<file path="config.mk">
export PLATFORM = sky130hd
export DESIGN_NAME = pipe_stage_reg
export DESIGN_NICKNAME = d
export VERILOG_FILES = /design/src/rtl/pipe_pkg.sv /design/src/rtl/pipe_slot.sv /design/src/rtl/pipe_stage_reg.sv
export SDC_FILE = /design/constraint.sdc
export NUM_CORES = 1
export LEC_CHECK = 0
export BUFFER_PORTS_ARGS = -buffer_cell sky130_fd_sc_hd__clkbuf_2
export CAP_MARGIN = 10
export CORE_AREA = 2 2 117 119
export DETAILED_ROUTE_END_ITERATION = 8
export DIE_AREA = 0 0 119 121
export PLACE_DENSITY_LB_ADDON = 0.2
export SYNTH_ARGS = -nofsm -noshare
export SYNTH_HDL_FRONTEND = slang
export SYNTH_SLANG_ARGS = --single-unit
export TNS_END_PERCENT = 1
</file>
<file path="constraint.sdc">
create_clock -name clk -period 2 [get_ports clk]
set_input_delay 0.1 -clock clk [delete_from_list [all_inputs] [get_ports clk]]
set_output_delay 0.1 -clock clk [all_outputs]
set_load 0.02 [all_outputs]
</file>
<file path="src/rtl/pipe_pkg.sv">
// Shared widths, control-field layout and slot-update encoding for the
// decode/execute pipeline stage register.
package pipe_pkg;

    localparam int DATA_W_DEF = 64;
    localparam int CTRL_W_DEF = 9;

    localparam int CB_MEM_WRITE  = 0;
    localparam int CB_MEM_READ   = 1;
    localparam int CB_REG_WRITE  = 2;
    localparam int CB_REG_DST    = 3;
    localparam int CB_MEM_TO_REG = 4;
    localparam int CB_ALU_SRC    = 5;
    localparam int CB_ALU_OP_LO  = 6;
    localparam int CB_ALU_OP_HI  = 8;

    typedef struct packed {
        logic [2:0] alu_op;
        logic       alu_src;
        logic       mem_to_reg;
        logic       reg_dst;
        logic       reg_write;
        logic       mem_read;
        logic       mem_write;
    } ctrl_t;

    typedef enum logic [1:0] {
        MAIN_HOLD,
        MAIN_LOAD_IN,
        MAIN_LOAD_SKID,
        MAIN_CLEAR
    } main_op_e;

endpackage

</file>
<file path="src/rtl/pipe_slot.sv">
// One pipeline entry: valid bit plus ctrl/data payload with load and clear.
// Clear drops valid and ctrl but leaves data untouched.
module pipe_slot #(
    parameter int DATA_W = 64,
    parameter int CTRL_W = 9
) (
    input  logic              clk,
    input  logic              rst,
    input  logic              clear,
    input  logic              load,
    input  logic [CTRL_W-1:0] ld_ctrl,
    input  logic [DATA_W-1:0] ld_data,
    output logic              valid,
    output logic [CTRL_W-1:0] ctrl,
    output logic [DATA_W-1:0] data
);

    always_ff @(posedge clk) begin
        if (rst) begin
            valid <= 1'b0;
            ctrl  <= '0;
            data  <= '0;
        end else if (clear) begin
            valid <= 1'b0;
            ctrl  <= '0;
        end else if (load) begin
            valid <= 1'b1;
            ctrl  <= ld_ctrl;
            data  <= ld_data;
        end
    end

endmodule

</file>
<file path="src/rtl/pipe_stage_reg.sv">
// Valid/ready pipeline stage register with optional two-entry skid buffer.
// The skid entry lets in_ready be a flop, cutting the out_ready->in_ready path.
module pipe_stage_reg
    import pipe_pkg::*;
#(
    parameter int DATA_W = DATA_W_DEF,
    parameter int CTRL_W = CTRL_W_DEF,
    parameter bit SKID   = 1'b1
) (
    input  logic              clk,
    input  logic              rst,
    input  logic              flush,
    input  logic              in_valid,
    output logic              in_ready,
    input  logic [CTRL_W-1:0] in_ctrl,
    input  logic [DATA_W-1:0] in_data,
    output logic              out_valid,
    input  logic              out_ready,
    output logic [CTRL_W-1:0] out_ctrl,
    output logic [DATA_W-1:0] out_data,
    output logic [1:0]        occupancy
);

    logic              main_v, skid_v;
    logic [CTRL_W-1:0] main_ctrl, skid_ctrl, main_ld_ctrl;
    logic [DATA_W-1:0] main_data, skid_data, main_ld_data;
    logic              push, pop;
    main_op_e          main_op;

    assign push = in_valid && in_ready && !flush;
    assign pop  = main_v && out_ready;

    // While the skid entry is occupied in_ready is low, so a pop can only refill from skid.
    always_comb begin
        main_op = MAIN_HOLD;
        if (flush)
            main_op = MAIN_CLEAR;
        else if (skid_v) begin
            if (pop)
                main_op = MAIN_LOAD_SKID;
        end else if (push && (!main_v || pop))
            main_op = MAIN_LOAD_IN;
        else if (pop)
            main_op = MAIN_CLEAR;
    end

    assign main_ld_ctrl = (main_op == MAIN_LOAD_SKID) ? skid_ctrl : in_ctrl;
    assign main_ld_data = (main_op == MAIN_LOAD_SKID) ? skid_data : in_data;

    pipe_slot #(.DATA_W(DATA_W), .CTRL_W(CTRL_W)) u_main (
        .clk     (clk),
        .rst     (rst),
        .clear   (main_op == MAIN_CLEAR),
        .load    (main_op == MAIN_LOAD_IN || main_op == MAIN_LOAD_SKID),
        .ld_ctrl (main_ld_ctrl),
        .ld_data (main_ld_data),
        .valid   (main_v),
        .ctrl    (main_ctrl),
        .data    (main_data)
    );

    generate
        if (SKID) begin : g_skid
            logic skid_load, skid_clear;

            assign skid_load  = push && main_v && !pop;
            assign skid_clear = flush || (skid_v && pop);

            pipe_slot #(.DATA_W(DATA_W), .CTRL_W(CTRL_W)) u_skid (
                .clk     (clk),
                .rst     (rst),
                .clear   (skid_clear),
                .load    (skid_load),
                .ld_ctrl (in_ctrl),
                .ld_data (in_data),
                .valid   (skid_v),
                .ctrl    (skid_ctrl),
                .data    (skid_data)
            );

            assign in_ready = !skid_v;
        end else begin : g_noskid
            assign skid_v    = 1'b0;
            assign skid_ctrl = '0;
            assign skid_data = '0;
            assign in_ready  = !main_v || out_ready;
        end
    endgenerate

    // Bubbles carry zero control so they can never write memory or registers.
    assign out_valid = main_v;
    assign out_ctrl  = main_v ? main_ctrl : '0;
    assign out_data  = main_data;
    assign occupancy = {1'b0, main_v} + {1'b0, skid_v};

endmodule
</file>
* Yosys cells after proc, flatten, opt, wreduce, memory -nomap -nowiden
Cells that the tools add are included.
W data, S select, Z words.
** Cells by class
- $add $sub $neg :: 1
- Equal/unequal tests :: 3
- Mux-type cells :: 8
- Bitwise logic cells :: 2
- Reduce and logical (&&, ||, !) cells :: 18
** Operators with widths (count)
- $mux W64 :: 1
- $mux W9 :: 2
- $mux W2 :: 5
- $logic_and A1 B1 Y1 :: 7
- $eq A2 B2 Y1 const B :: 2
- $logic_not A1 Y1 :: 4
- $reduce_and A2 Y1 :: 2
- $reduce_or A2 Y1 :: 2
- $logic_or A1 B1 Y1 :: 3
- $add A1 B1 Y2 :: 1
- $eq A2 B1 Y1 const B :: 1
- $not A1 Y1 :: 2
** Storage, ports and cells
- Register bits :: 148
- Bits of input ports :: 78
- Output and inout port bits :: 77
- Word-level logic and storage cells :: 38

* Logic depth before layout (Yosys ltp)
- Word-level depth :: 10
- Depth in mapped cells :: 11
- Gate-level depth less buffers :: 6

* Hierarchy
A second synthesis with hierarchy kept.
** Unflattened totals
- Cells, all modules :: 752
- Area, all modules :: 7961.4 µm²
** By module, submodules not included
- pipe_slot :: times used 2, cells each 325, area each 3281.9 µm², seq. area each 1481.4 µm²
- pipe_stage_reg :: times used 1, cells each 102, area each 1397.6 µm², seq. area each 0.0 µm²

* Least setup slack after synthesis
No wires, ideal clock.
- Path kind :: flip-flop to flip-flop
- Start point :: reg u_main.valid
- End point :: reg u_main.data[34]
- Setup time :: 137 ps
- Arrival time :: 1767 ps
- Required time :: 1863 ps
- Slack :: 96 ps
- Cell stages (with the launch flop) :: 7
- Path buffers :: 2
- Clock period less this slack :: 1904 ps
- Path through :: dfxtp_1 mux2i_1 o21ai_1 ha_1 clkbuf_1 clkbuf_1 a211oi_1
** Between the ends
- Cells in the longest elaborated chain, start to end :: 9
- Elaborated cells between the ends (all ways) :: 16
- Those cells by class :: eq/ne: 3; mux: 6; bitwise: 1; reduce/logical: 6
** RTL lines
- start, declared :: RTL line pipe_slot.sv:13 : output logic valid,
- start signal, assigned :: RTL line pipe_slot.sv:20 : valid <= 1'b0;
- start signal, assigned :: RTL line pipe_slot.sv:24 : valid <= 1'b0;
- start signal, assigned :: RTL line pipe_slot.sv:27 : valid <= 1'b1;
- $logic_not A1 Y1 or $logic_and A1 B1 Y1 (tied branches) :: RTL line pipe_stage_reg.sv:41, pipe_stage_reg.sv:31
- $logic_or A1 B1 Y1 :: RTL line pipe_stage_reg.sv:41 : end else if (push && (!main_v || pop))
- $logic_and A1 B1 Y1 :: RTL line pipe_stage_reg.sv:41
- $mux W2 :: RTL line pipe_stage_reg.sv:41
- $mux W2 * :: RTL line pipe_stage_reg.sv:38 : else if (skid_v) begin
- $mux W2 * :: RTL line pipe_stage_reg.sv:36 : if (flush)
- $eq A2 B1 Y1 or $eq A2 B2 Y1 (tied branches) :: RTL line pipe_stage_reg.sv:54 : .load (main_op == MAIN_LOAD_IN || main_op == MAIN_LOAD_SKID),
- $logic_or A1 B1 Y1 * :: RTL line pipe_stage_reg.sv:54
- via u_main.load :: RTL line pipe_slot.sv:10 : input logic load,
- $reduce_and A2 Y1 (no source line) *
- end signal, assigned :: RTL line pipe_slot.sv:29 : data <= ld_data;
- end, declared :: RTL line pipe_slot.sv:15 : output logic [DATA_W-1:0] data
The timed path passes the listed nets; every way through them passes the cells marked *.
A chain may end at the register's enable or synchronous reset.

* Worst setup path in the final report
- Start point :: reg u_main.valid
- End point :: reg u_main.data[58]
** Between the ends
- Cells in the longest elaborated chain, start to end :: 9
- Elaborated cells between the ends (all ways) :: 16
- Those cells by class :: eq/ne: 3; mux: 6; bitwise: 1; reduce/logical: 6
** RTL lines (RTL line)
- $logic_not A1 Y1 or $logic_and A1 B1 Y1 (tied branches) :: pipe_stage_reg.sv:41, pipe_stage_reg.sv:31
- $logic_or A1 B1 Y1 :: pipe_stage_reg.sv:41
- $logic_and A1 B1 Y1 :: pipe_stage_reg.sv:41
- $mux W2 :: pipe_stage_reg.sv:41
- $mux W2 * :: pipe_stage_reg.sv:38
- $mux W2 * :: pipe_stage_reg.sv:36
- $eq A2 B1 Y1 (tied with other cells) :: pipe_stage_reg.sv:54
- $logic_or A1 B1 Y1 or $not A1 Y1 (tied branches)
- $reduce_and A2 Y1 (no source line)
Mark *: on every way between the ends. The rest lies on a longest branch, timed or not.

==> results.yml <==
status:
  outcome: "finished clean"
floorplan:
  num_io_pins: 155
  core-area_um2: 13100
  die_area_um2: 14400
  placementRows: 42
  die_y_um: 121
  start_util: 0.474
  chipWidth_um: 119
layout:
  fillers: 1082
  fin_nets: 961
  drive_above_1_share: 0.228
  diodes: 0
  syn_to_final_growth_pct: 35.3
global_route:
  grt_pass1_vias: 5574
  antenna_found_initial: 1
  grtUsageTotal: 0.237
  grt_pass1_wl_um: 27400
  grt_max_degree: 75
  grt.overflow.total: 0
sta:
  fin_skew_ps: 5.45
  drv_slew: 0
  fmax_mhz: 538
  setup_slack_ps: 140
  worst_pin_slew_ps: 807
  fin_crit_sh: 0.930
  whs_ps: 102
  fin_setup_tns_ps: 0
  max_slew_margin: 0.459
  period_needed_ps: 1860
  setup_viol: 0
  rsz0062_at_grt: "no"
  finalHoldViolations: 0
min_path:
  min_from: "rst"
  hold_depth: 2
  whs_endpoint: "g_skid.u_skid.data[37]"
  hold_class: "in -> reg"
cts:
  clock_sinks: 148
  cts_tree: "yes"
  cts_root_buffer: "clkbuf_16"
  clk_pin_slew_worst_paths_ps: 60
  cts_buffers: 17
  clk_path_buf_depth: 2
  htree_levels: 4
  clkLatencyLatePin_ps: 420
pwr:
  comb_power_share: 0.177
  ir_drop_v: 0.000484
  seqPwrFrac: 0.418
  p_switching_mw: 2.09
  total_power_mw: 7.81
  swShare: 0.268
  leakage_nw: 3.23
  p_int_mw: 5.72
  clkPwrFrac: 0.405
  powerDensity_nw_per_um2: 930
worst_setup_path:
  reg2regPathDepth: 7
  path_class: "reg -> reg"
  rr_endpoint: "u_main.data[58]"
  crit_arrival_ps: 2150
  critPathLaunchType: "flop"
  endpoint_kind: "flop"
  startpoint: "u_main.valid"
  r2r_start: "u_main.valid"
  path_max_fanout: 18
  rrSetupSlack_ps: 140
  critPathRequiredTime_ps: 2290
yosys:
  synth.most_common_cell: "dfxtp_1"
  synthFlopType: "dfxtp_1"
  yosys-top-cells-count: "148 x dfxtp_1, 76 x nor2_1, 74 x a21oi_1, 74 x mux2i_1, 74 x o21ai_0"
  synth_edf_count: 0
  synth_area_leaders: "dfxtp_1 48%, mux2i_1 12%, a211oi_1 8.8%"
  avgSynthCellArea_um2: 9.04
  yosys.area.top_type: "dfxtp_1"
  synth-seq-area-share: 0.477
  synthCells: 687
  syn-cell-area_um2: 6210
  synthesis.nets: 768
  yosys_warnings: 0
  synthArstFlopShare: 0
  synthDistinctLibCells: 22
  synth_top_cell_area_share: 0.477
  synth-seq-cells: 148
drt:
  post_drt_via_cell_ratio: 5.41
  drc_errors: 0
  routed_wl_um: 16800
  vias: 5784
  first_iter_violations: 510
  post_drt_wl_per_cell_um: 15.7
  detail_route.first_pass.iterations: 6
  ant_nets: 0
placed_design:
  post-place-ws_ps: 79.8
  hpwl_um: 10100
  port_buffers: 154
  place.gp.congestion: 0.756
flow_run:
  cap_violations: 0
[logic make-up after synthesis]
logic type | synth area share
and+or+nand+nor | 0.121
adders and majority gates | 0.00605
DFF | 0.477
muxes | 0.119
AOI/OAI and AO/OA | 0.209
buffers and inverters | 0.0673
[metrics by stage]
step | area [um^2] | util | std cells
2_1_floorplan | 6210 | - | 687
3_3_place_gp | 7080 | 0.541 | 964
6_report | 8400 | 0.642 | 1069
4_1_cts | 8400 | 0.642 | 1069
3_5_place_dp | 7080 | 0.541 | 964
5_1_grt | 8400 | 0.642 | 1069
[how the worst max path moves through the flow]
| stage | endpoint | cells after the start |
|---|---|---|
| 6_report | u_main.data[58] | 7 |
| 5_1_grt | u_main.data[0] | 6 |
| 4_1_cts | u_main.data[52] | 7 |
| 3_5_place_dp | u_main.data[52] | 7 |
| 3_3_place_gp | u_main.data[48] | 7 |
| 2_1_floorplan | u_main.data[34] | 6 |
[worst max-delay path, stage by stage (launching register included)]
cell and delay, ps:
dfxtp_1 390, mux2i_1 210, o21ai_1 130, inv_1 130
ha_4 220, buf_6 260, mux2i_1 270, a211oi_1 100
[cells in the final DEF (no fill, tap or decap), types with 2 or more instances in the layout]
cell type,instances
a211oi_1,73
a21oi_1,74
and2_1,9
buf_12,8
buf_4,11
bufinv_16,2
clkbuf_1,7
clkbuf_16,17
clkbuf_2,153
clkbuf_8,5
dfxtp_1,148
dlygate4sd3_1,73
ha_4,2
inv_1,2
mux2i_1,74
nand2_1,2
nand3_1,73
nor2_1,76
o21ai_0,74
o21ai_1,2
[routing by layer]
layer | wire length [um] | share of wire | up-vias | global-route usage
li1 | - | - | 2859 | -
met1 | 7510 | 0.45 | 2710 | 0.306
met2 | 8020 | 0.48 | 186 | 0.386
met3 | 942 | 0.056 | 29 | 0.0569
met4 | 342 | 0.020 | 0 | 0.0856
met5 | 0 | 0 | - | 0
[cell type report]
class | instances | area (um^2) | share of cell area
clock inverters | 3 | 65.1 | 0.00775
flip-flops and latches | 148 | 2960 | 0.353
multi-input cells | 464 | 2870 | 0.342
inverters | 3 | 11.3 | 0.00134
clock buffers | 29 | 520 | 0.0620
well taps | 176 | 220 | 0.0262
repair buffers | 246 | 1750 | 0.208
[flip-flops by register name (all words and copies together), names as in the netlist]
signal and cells:
g_skid.u_skid.data 64, u_main.data 64, g_skid.u_skid.ctrl 9, u_main.ctrl 9
g_skid.u_skid.valid 1, u_main.valid 1
[timing repair]
action / 4_1_cts / 5_1_grt
endpoints found under the hold margin: 77 / 0
setup endpoints to repair: 0 / 11
buffers inserted: 0 / 0
hold buffers: 73 / 0
gates resized for setup: 0 / 1
[power by group through the flow]
stage                     Sequential [mW]  Clock, mW  Combinational, mW
after floorplan                      3.51          0              0.623
after global placement               3.32          0               1.24
after detailed placement             3.32          0               1.26
after CTS                            3.26       3.20               1.38
after global routing                 3.29       3.34               1.50
final                                3.27       3.16               1.38
No activity file was read; power rests on OpenSTA's default activity.
